$ cat src/rtl/time_base_pkg.sv
// Shared constants and elaboration-time helpers for the TroisBriques time base
// and its sibling blocks.
package time_base_pkg;

    localparam int CLK_HZ = 50_000_000;

    // Ceiling log2; returns 0 for v <= 1.
    function automatic int clog2(input int v);
        int r;
        int x;
        r = 0;
        x = (v > 1) ? v - 1 : 0;
        for (int i = 0; i < 32; i++) begin
            if (x > 0) begin
                r = r + 1;
                x = x >> 1;
            end
        end
        return r;
    endfunction

    // Counter width for a divide-by-n counter; never narrower than one bit.
    function automatic int cnt_w(input int n);
        return (clog2(n) < 1) ? 1 : clog2(n);
    endfunction

    // Fall period in clk cycles for a given level, floored at min_cycles.
    function automatic int fall_period(input int level, input int base, input int min_cycles);
        int p;
        p = (level >= 31) ? 0 : (base >>> level);
        return (p < min_cycles) ? min_cycles : p;
    endfunction

endpackage

$ cat src/rtl/time_base_multi_tick_divider.sv
// Enable-gated modulo counter with a registered single-cycle tick; the terminal
// count comes in on a port so one channel can change period at run time.
module tick_divider
    import time_base_pkg::*;
#(
    parameter int N = 2,
    localparam int W = cnt_w(N)
) (
    input  logic         clk,
    input  logic         reset,
    input  logic         enable_i,
    input  logic         clear_i,
    input  logic [W-1:0] term_i,
    output logic         tick_o
);

    logic [W-1:0] cnt_q;
    logic [W-1:0] cnt_d;
    logic         tick_q;
    logic         tick_d;

    // >= rather than == so a period that shrinks below the current count
    // still terminates on the very next enabled edge.
    always_comb begin
        cnt_d  = cnt_q;
        tick_d = 1'b0;
        if (clear_i) begin
            cnt_d = '0;
        end else if (enable_i) begin
            if (cnt_q >= term_i) begin
                cnt_d  = '0;
                tick_d = 1'b1;
            end else begin
                cnt_d = cnt_q + W'(1);
            end
        end
    end

    always_ff @(posedge clk) begin
        if (reset) begin
            cnt_q  <= '0;
            tick_q <= 1'b0;
        end else begin
            cnt_q  <= cnt_d;
            tick_q <= tick_d;
        end
    end

    assign tick_o = tick_q;

endmodule

$ cat src/rtl/time_base_multi.sv
// Game time base: pixel, scan and brick-fall tick strobes plus the difficulty
// level register driven by a synchronised button, a direct load and soft drop.
module time_base_multi
    import time_base_pkg::*;
#(
    parameter int PIX_DIV          = 2,
    parameter int SEG_DIV          = CLK_HZ / 20_000,
    parameter int FALL_BASE_CYCLES = CLK_HZ,
    parameter int FALL_MIN_CYCLES  = 3_125_000,
    parameter int NUM_LEVELS       = 8,
    parameter int LEVEL_WRAP       = 0,
    localparam int LEVEL_W         = clog2(NUM_LEVELS)
) (
    input  logic               clk,
    input  logic               reset,
    input  logic               enable,
    input  logic               level_up_btn,
    input  logic               level_load,
    input  logic [LEVEL_W-1:0] level_in,
    input  logic               soft_drop,
    output logic               pix_tick,
    output logic               seg_tick,
    output logic               fall_tick,
    output logic [LEVEL_W-1:0] level,
    output logic               level_max
);

    localparam int PIX_W       = cnt_w(PIX_DIV);
    localparam int SEG_W       = cnt_w(SEG_DIV);
    localparam int FALL_W      = cnt_w(FALL_BASE_CYCLES);
    localparam int LEVEL_SLOTS = 1 << LEVEL_W;

    localparam logic [LEVEL_W-1:0] LEVEL_TOP     = LEVEL_W'(NUM_LEVELS - 1);
    localparam logic [FALL_W-1:0]  FALL_MIN_TERM = FALL_W'(FALL_MIN_CYCLES - 1);

    logic               sync1_q;
    logic               sync2_q;
    logic               prev_q;
    logic               armed_q;
    logic [1:0]         fill_q;
    logic               up_ev;
    logic [LEVEL_W-1:0] level_q;
    logic [LEVEL_W-1:0] level_d;
    logic               level_change;
    logic [FALL_W-1:0]  fall_term [LEVEL_SLOTS];
    logic [FALL_W-1:0]  fall_term_sel;

    // Terminal counts per level; unused slots above the top level repeat it.
    for (genvar gi = 0; gi < LEVEL_SLOTS; gi++) begin : g_fall_term
        localparam int LVL = (gi < NUM_LEVELS) ? gi : NUM_LEVELS - 1;
        assign fall_term[gi] = FALL_W'(fall_period(LVL, FALL_BASE_CYCLES, FALL_MIN_CYCLES) - 1);
    end

    // fill_q marks when sync2_q holds a real sample; armed_q needs one real low
    // so a button held through reset release cannot count as a press.
    assign up_ev = sync2_q & ~prev_q & armed_q;

    always_comb begin
        level_d = level_q;
        if (level_load) begin
            level_d = (level_in > LEVEL_TOP) ? LEVEL_TOP : level_in;
        end else if (up_ev) begin
            if (level_q != LEVEL_TOP) begin
                level_d = level_q + LEVEL_W'(1);
            end else if (LEVEL_WRAP != 0) begin
                level_d = '0;
            end
        end
    end

    assign level_change  = (level_d != level_q);
    assign fall_term_sel = soft_drop ? FALL_MIN_TERM : fall_term[level_q];

    always_ff @(posedge clk) begin
        if (reset) begin
            sync1_q <= 1'b0;
            sync2_q <= 1'b0;
            prev_q  <= 1'b0;
            armed_q <= 1'b0;
            fill_q  <= 2'b00;
            level_q <= '0;
        end else begin
            sync1_q <= level_up_btn;
            sync2_q <= sync1_q;
            prev_q  <= sync2_q;
            armed_q <= armed_q | (fill_q[1] & ~sync2_q);
            fill_q  <= {fill_q[0], 1'b1};
            level_q <= level_d;
        end
    end

    tick_divider #(.N(PIX_DIV)) u_pix (
        .clk      (clk),
        .reset    (reset),
        .enable_i (enable),
        .clear_i  (1'b0),
        .term_i   (PIX_W'(PIX_DIV - 1)),
        .tick_o   (pix_tick)
    );

    tick_divider #(.N(SEG_DIV)) u_seg (
        .clk      (clk),
        .reset    (reset),
        .enable_i (enable),
        .clear_i  (1'b0),
        .term_i   (SEG_W'(SEG_DIV - 1)),
        .tick_o   (seg_tick)
    );

    tick_divider #(.N(FALL_BASE_CYCLES)) u_fall (
        .clk      (clk),
        .reset    (reset),
        .enable_i (enable),
        .clear_i  (level_change),
        .term_i   (fall_term_sel),
        .tick_o   (fall_tick)
    );

    assign level     = level_q;
    assign level_max = (level_q == LEVEL_TOP);

endmodule

$ cat config.mk
export PLATFORM = sky130hd
export DESIGN_NAME = time_base_multi
export DESIGN_NICKNAME = d
export VERILOG_FILES = /design/src/rtl/time_base_pkg.sv /design/src/rtl/time_base_multi_tick_divider.sv /design/src/rtl/time_base_multi.sv
export SDC_FILE = /design/constraint.sdc
export NUM_CORES = 1
export LEC_CHECK = 0
export CAP_MARGIN = 20
export CORE_MARGIN = 5
export CORE_UTILIZATION = 32
export DETAILED_ROUTE_END_ITERATION = 10
export PLACE_DENSITY = 0.46
export SLEW_MARGIN = 20
export SYNTH_ARGS = -nofsm -noshare
export SYNTH_HDL_FRONTEND = slang
export SYNTH_SLANG_ARGS = --single-unit
$ cat constraint.sdc
create_clock -name clk -period 3.7 [get_ports clk]
set_clock_uncertainty 0.05 [all_clocks]
set_input_delay 0.555 -clock clk [delete_from_list [all_inputs] [get_ports clk]]
set_output_delay 0.555 -clock clk [all_outputs]
set_load 0.02 [all_outputs]
==> flow_summary.json, run 1 <==
{
  "rsz0062_at_grt": "false",
  "place_congestion": 0.777,
  "ir_worst_vdd_v": 0.000132,
  "arrival_ns": 3.31,
  "tritoncts": "built",
  "cts_max_level": 2,
  "fmax_ghz": 0.315,
  "track_usage_pct": 12.1,
  "drt-initial-drc-count": 84,
  "final_cell_mix": "51 x dfxtp_1, 31 x nor2_1, 28 x ha_1",
  "synth_seq_area_share_pct": 35.4,
  "met2RoutedLength_um": 2940,
  "antenna_found_initial": 0,
  "dr.pass1.iters": 4,
  "drc_errors": 0,
  "postCtsSetupBuffers": 0,
  "power.density_nw_per_um2": 307,
  "cts_root_buf": "clkbuf_8",
  "end_kind": "register",
  "syn_inst": 331,
  "hpwlAfterDp_um": 4760,
  "grt_pass1_wl_um": 11100,
  "drt-total-wl_um": 6390,
  "viasPerCell": 4.99,
  "coreArea_um2": 8760,
  "final_layout_size_suffix_gt1_share_pct": 8.00,
  "cts_buffer_depth": 2,
  "setup_tns_ns": 0,
  "worst_pin_slew_ns": 0.653,
  "p_leak_uw": 0.00121,
  "setup_viol": 0,
  "cts_resized": 0,
  "die_area_um2": 11000,
  "synthesis.area_um2": 2880,
  "final_common_cell": "dfxtp_1",
  "required_ns": 3.83,
  "holdCritPathClass": "register to register",
  "die_y_um": 105,
  "clkTransAtPathRegs_ns": 0.09,
  "period_minus_slack_ns": 3.18,
  "hold_violations": 0,
  "ant_nets": 0,
  "routedWlPerCell_um": 14.0,
  "max_cap_viol_count": 0,
  "power.total_uw": 1000,
  "initial_utilization_pct": 32.9,
  "syn_avg_cell_area_um2": 8.70,
  "synthesis.nets": 368,
  "pin_count": 16,
  "cts_buffers": 5,
  "clock-sinks": 51,
  "final_nets": 386,
  "yosys_register_bits": 51,
  "final.period_utilization_pct": 85.9,
  "grt_pass1_vias": 2201,
  "fp.dieW_um": 105,
  "clk_latency_ns": 0.30,
  "top_layer_used": "met4",
  "cts_hold_buf": 0,
  "status": "finished, final reports clean",
  "io_buffers": 15,
  "crit_fanout": 22,
  "yosys_warnings": 0,
  "route.met3.wl_um": 161,
  "start_kind": "register",
  "core.rowCount": 34,
  "syn2layout_area_growth_pct": 13.4,
  "n_antenna_cell": 0,
  "overflow": 0,
  "relSlewSlack_pct": 56.5,
  "dr_total_vias": 2286,
  "grt_start_max_net_pins": 28,
  "wl_met1_um": 3260,
  "final-max-slew-violation-count": 0,
  "criticalPathCategory": "register to register",
  "synth_cell_types": 41
}
## logic make-up after synthesis
kind of cell    synth area share (%)
simple gates                    28.4
fa+ha+maj                       12.2
buf+inv                         4.00
flops                           35.4
compound gates                  8.34
xor+xnor                        10.9
mux                            0.695
## routing by layer
| metal | vias up | global-route usage [%] |
|---|---|---|
| met5 | - | 0 |
| met4 | 0 | 2.47 |
| met3 | 4 | 2.47 |
| met2 | 25 | 19.5 |
| met1 | 1058 | 16.7 |
| li1 | 1199 | - |
## through the flow
| stage | hold WS, ns | instances | util (%) | cell area, µm² | setup WS [ns] |
|---|---|---|---|---|---|
| after floorplan | 0.364 | 331 | - | 2880 | 0.736 |
| after global placement | 0.369 | 450 | 36.2 | 3170 | 0.288 |
| after detailed placement | 0.379 | 450 | 36.2 | 3170 | 0.243 |
| after CTS | 0.406 | 458 | 37.3 | 3270 | 0.499 |
| after global routing | 0.419 | 458 | 37.3 | 3270 | 0.332 |
| final | 0.400 | 458 | 37.3 | 3270 | 0.523 |
## critical path, stage by stage, from the launching register on
cell	delay, ns
dfxtp_1	0.49
inv_1	0.18
ha_1	0.22
or3_1	0.40
ha_1	0.30
nand4_1	0.15
nor4_2	0.40
a21oi_1	0.28
a31oi_2	0.31
buf_12	0.20
nor3_1	0.07
## synth_stat cells, drive strengths merged
cell type / count / area share [%]
dfxtp: 51 / 35
and3b: 1 / 0.30
and2: 6 / 1.3
or3: 3 / 0.65
clkbuf: 5 / 0.65
nand4b: 1 / 0.30
nand2: 23 / 3.0
o21ai: 5 / 0.87
a21oi: 16 / 2.8
nor3: 31 / 6.4
nor2b: 5 / 1.1
a311oi: 1 / 0.30
o31ai: 1 / 0.26
a31o: 1 / 0.30
buf: 4 / 0.87
xnor2: 21 / 6.4
nor4: 5 / 2.0
and3: 4 / 0.87
or4: 1 / 0.26
nor2: 31 / 4.0
or2: 2 / 0.43
o211ai: 4 / 1.2
ha: 28 / 12
nand2b: 1 / 0.22
xor2: 15 / 4.6
and4: 3 / 0.91
mux2i: 2 / 0.70
a31oi: 5 / 1.3
a211oi: 3 / 0.96
o311a: 1 / 0.35
nand4: 20 / 4.6
nand3: 12 / 2.1
inv: 19 / 2.5
## cell type report
cell class | instances | area (µm²)
fillers | 934 | 5500
multi-input cells | 252 | 1740
flip-flops and latches | 51 | 1020
repair buffers | 20 | 200
well taps | 108 | 135
clock buffers | 7 | 86.3
inverters | 19 | 71.3
clock inverters | 1 | 8.76
## report_power, final
| group | leakage (µW) | internal, µW | switching [µW] | total [µW] |
|---|---|---|---|---|
| sequential | 0.000414 | 559 | 10.4 | 569 |
| combinational | 0.000753 | 37.5 | 51.6 | 89.1 |
| clock | 0.0000484 | 154 | 190 | 344 |
| total | 0.00121 | 750 | 252 | 1000 |
## state kept, by name (all words and copies together), names as in the netlist
name / count
sync2_q: 1
u_fall.tick_o: 1
fill_q: 2
u_pix.tick_o: 1
u_fall.cnt_q: 26
u_seg.tick_o: 1
armed_q: 1
level: 3
u_pix.cnt_q: 1
prev_q: 1
sync1_q: 1
u_seg.cnt_q: 12
## path summary, 6_finish.rpt
path	startpoint	end	slack [ns]	cells after the start
setup / recovery	level[0]$_SDFF_PP0_	u_fall.cnt_q[10]$_SDFFE_PP0P_	0.52	10
hold / removal	sync1_q$_SDFF_PP0_	sync2_q$_SDFF_PP0_	0.40	1
setup reg to reg	level[0]$_SDFF_PP0_	u_fall.cnt_q[10]$_SDFFE_PP0P_	0.52	10
hold reg to reg	sync1_q$_SDFF_PP0_	sync2_q$_SDFF_PP0_	0.40	1
Power figures use the tool's default switching activity.
==> inputs of run 2 (changes only) <==
- SLEW_MARGIN: 20 -> 10
==> results of run 2 <==
Final layout, timing and power as in run 1 (identical DEF).
==> inputs of run 3 (changes only) <==
- CORE_MARGIN: 5 -> unset
==> run 3 against run 2 <==
Against the previous run:
- flip-flop and latch count is the same
- count of clock-buffer cells in the layout down 1
- sequential share of layout area up 0.096 points
- die area is 15% lower
- first-iteration DRC count rose by 21%
==> flow_summary.json, run 3 (synthesized netlist as in run 1, its figures left out) <==
{
  "status": "finished, final reports clean",
  "cts_hold_buf": 0,
  "crit_family": "simple AND/OR/NAND/NOR gates",
  "p_leak_uw": 0.00121,
  "tritoncts": "built",
  "n_antenna_cell": 0,
  "pin_count": 16,
  "cp_slowest_stage_delay_ns": 0.47,
  "period_minus_slack_ns": 3.22,
  "drt-total-wl_um": 6170,
  "fmax_ghz": 0.311,
  "switching_share_pct": 25.1,
  "place_congestion": 0.724,
  "holdCritPathClass": "register to register",
  "cts_resized": 0,
  "max_cap_viol_count": 0,
  "core.rowCount": 34,
  "initial_utilization_pct": 33.0,
  "track_usage_pct": 13.9,
  "clock_power_share_pct": 32.5,
  "n_fill_cell": 899,
  "path_buf_inv": 2,
  "antenna_found_initial": 0,
  "p_int_uw": 729,
  "start_kind": "register",
  "syn2layout_area_growth_pct": 13.1,
  "rsz0062_at_grt": "false",
  "hpwlAfterDp_um": 4710,
  "setup_viol": 0,
  "final_common_cell": "dfxtp_1",
  "layout_setup_ws_ns": 0.484,
  "final_cell_mix": "51 x dfxtp_1, 31 x nor2_1, 28 x ha_1",
  "fp.dieW_um": 96.9,
  "preCtsSetupSlack_ns": 0.221,
  "final_nets": 386,
  "power.density_nw_per_um2": 299,
  "cts_max_level": 2,
  "io_buffers": 15,
  "arrival_ns": 3.35,
  "final-max-slew-violation-count": 0,
  "largest_reg_flops": 26,
  "ir_worst_vdd_v": 0.000143,
  "setup_tns_ns": 0,
  "viasPerCell": 4.98,
  "end_kind": "register",
  "postCtsSetupBuffers": 0,
  "cts_root_buf": "clkbuf_8",
  "reg2reg_slack_ns": 0.48,
  "grt_pass1_wl_um": 10800,
  "final.period_utilization_pct": 86.9,
  "hold_violations": 0,
  "ant_nets": 0,
  "die_area_um2": 9380,
  "multi_input_area_um2": 1740,
  "cts_buffers": 5,
  "cts_buffer_depth": 2,
  "overflow": 0,
  "criticalPathCategory": "register to register",
  "clock-sinks": 51,
  "drt-initial-drc-count": 102,
  "crit_fanout": 22,
  "grt_pass1_vias": 2155,
  "drc_errors": 0,
  "relSlewSlack_pct": 44.9,
  "clk_latency_ns": 0.30,
  "grt_start_max_net_pins": 23,
  "seqPwrFrac_pct": 58.4,
  "combPwrFrac_pct": 9.1,
  "power.switching_uw": 244,
  "die_y_um": 96.9,
  "seqCellArea_um2": 1020,
  "final_layout_size_suffix_gt1_share_pct": 8.00,
  "routedWlPerCell_um": 13.5,
  "final_util_pct": 37.3,
  "largest_register": "u_fall.cnt_q",
  "dr_total_vias": 2279,
  "required_ns": 3.84,
  "path_cells": "inv_1, ha_1, or3_1, ha_1, nand4_1, nor4_2, a21oi_1, a31oi_2, buf_12, nor3_1",
  "dr.pass1.iters": 4,
  "critPathSlowestCell": "dfxtp_1",
  "crit_top_cell": "ha_1",
  "coreArea_um2": 8720,
  "clkTransAtPathRegs_ns": 0.09,
  "worst_pin_slew_ns": 0.819
}
-- run 3: cell types whose count changed in the layout (fill, tap and decap cells not counted), sizes merged --
cell,change
clkbuf,-1
clkinvlp,+1
-- run 3: layout make-up --
cell class | instances | share of cell area (%)
multi-input combinational | 252 | 53.6
sequential | 51 | 31.3
timing repair buffer | 20 | 6.15
tap | 108 | 4.15
clock buffer | 6 | 2.23
inverter | 19 | 2.19
clock inverter | 2 | 0.384
-- run 3: worst paths after layout --
kind,startpoint,end,cells after the start
min reg2reg,fill_q[0]$_DFF_P_,fill_q[1]$_SDFF_PP0_,1
max reg2reg,level[0]$_SDFF_PP0_,u_fall.cnt_q[11]$_SDFFE_PP0P_,10
max,level[0]$_SDFF_PP0_,u_fall.cnt_q[11]$_SDFFE_PP0P_,10
min,fill_q[0]$_DFF_P_,fill_q[1]$_SDFF_PP0_,1
-- run 3: power by group through the flow --
stage                     logic [µW]  clock network (µW)  registers (µW)
after global placement          89.4                   0             581
after detailed placement        89.8                   0             581
after floorplan                 55.5                   0             582
after CTS                       89.9                 337             569
after global routing             101                 361             571
final                           88.5                 316             569
-- run 3: per-layer routing --
| layer | up-vias | share of wire (%) | global-route usage, % |
|---|---|---|---|
| li1 | 1201 | - | - |
| met1 | 1052 | 52 | 19.4 |
| met2 | 22 | 45 | 22.4 |
| met3 | 4 | 2.0 | 2.31 |
| met4 | 0 | 0.73 | 3.10 |
| met5 | - | 0 | 0 |
-- run 3: metrics by stage --
| step | total power, µW | area, µm² | hold WS [ns] | std cells |
|---|---|---|---|---|
| floorplan | 638 | 2880 | 0.364 | 331 |
| finish | 973 | 3260 | 0.394 | 458 |
| CTS | 996 | 3260 | 0.399 | 458 |
| detailed placement | 671 | 3170 | 0.376 | 450 |
| global route | 1030 | 3260 | 0.408 | 458 |
| global placement | 671 | 3170 | 0.368 | 450 |
-- run 3: worst reg2reg max path, delay by kind of cell, from the launching register on --
family | cells | cell delay, ns
adder cells (fa/ha/maj) | 2 | 0.51
AO/OA/AOI/OAI | 2 | 0.61
flip-flops | 1 | 0.47
AND/OR/NAND/NOR | 4 | 1.10
buffers and inverters | 2 | 0.37
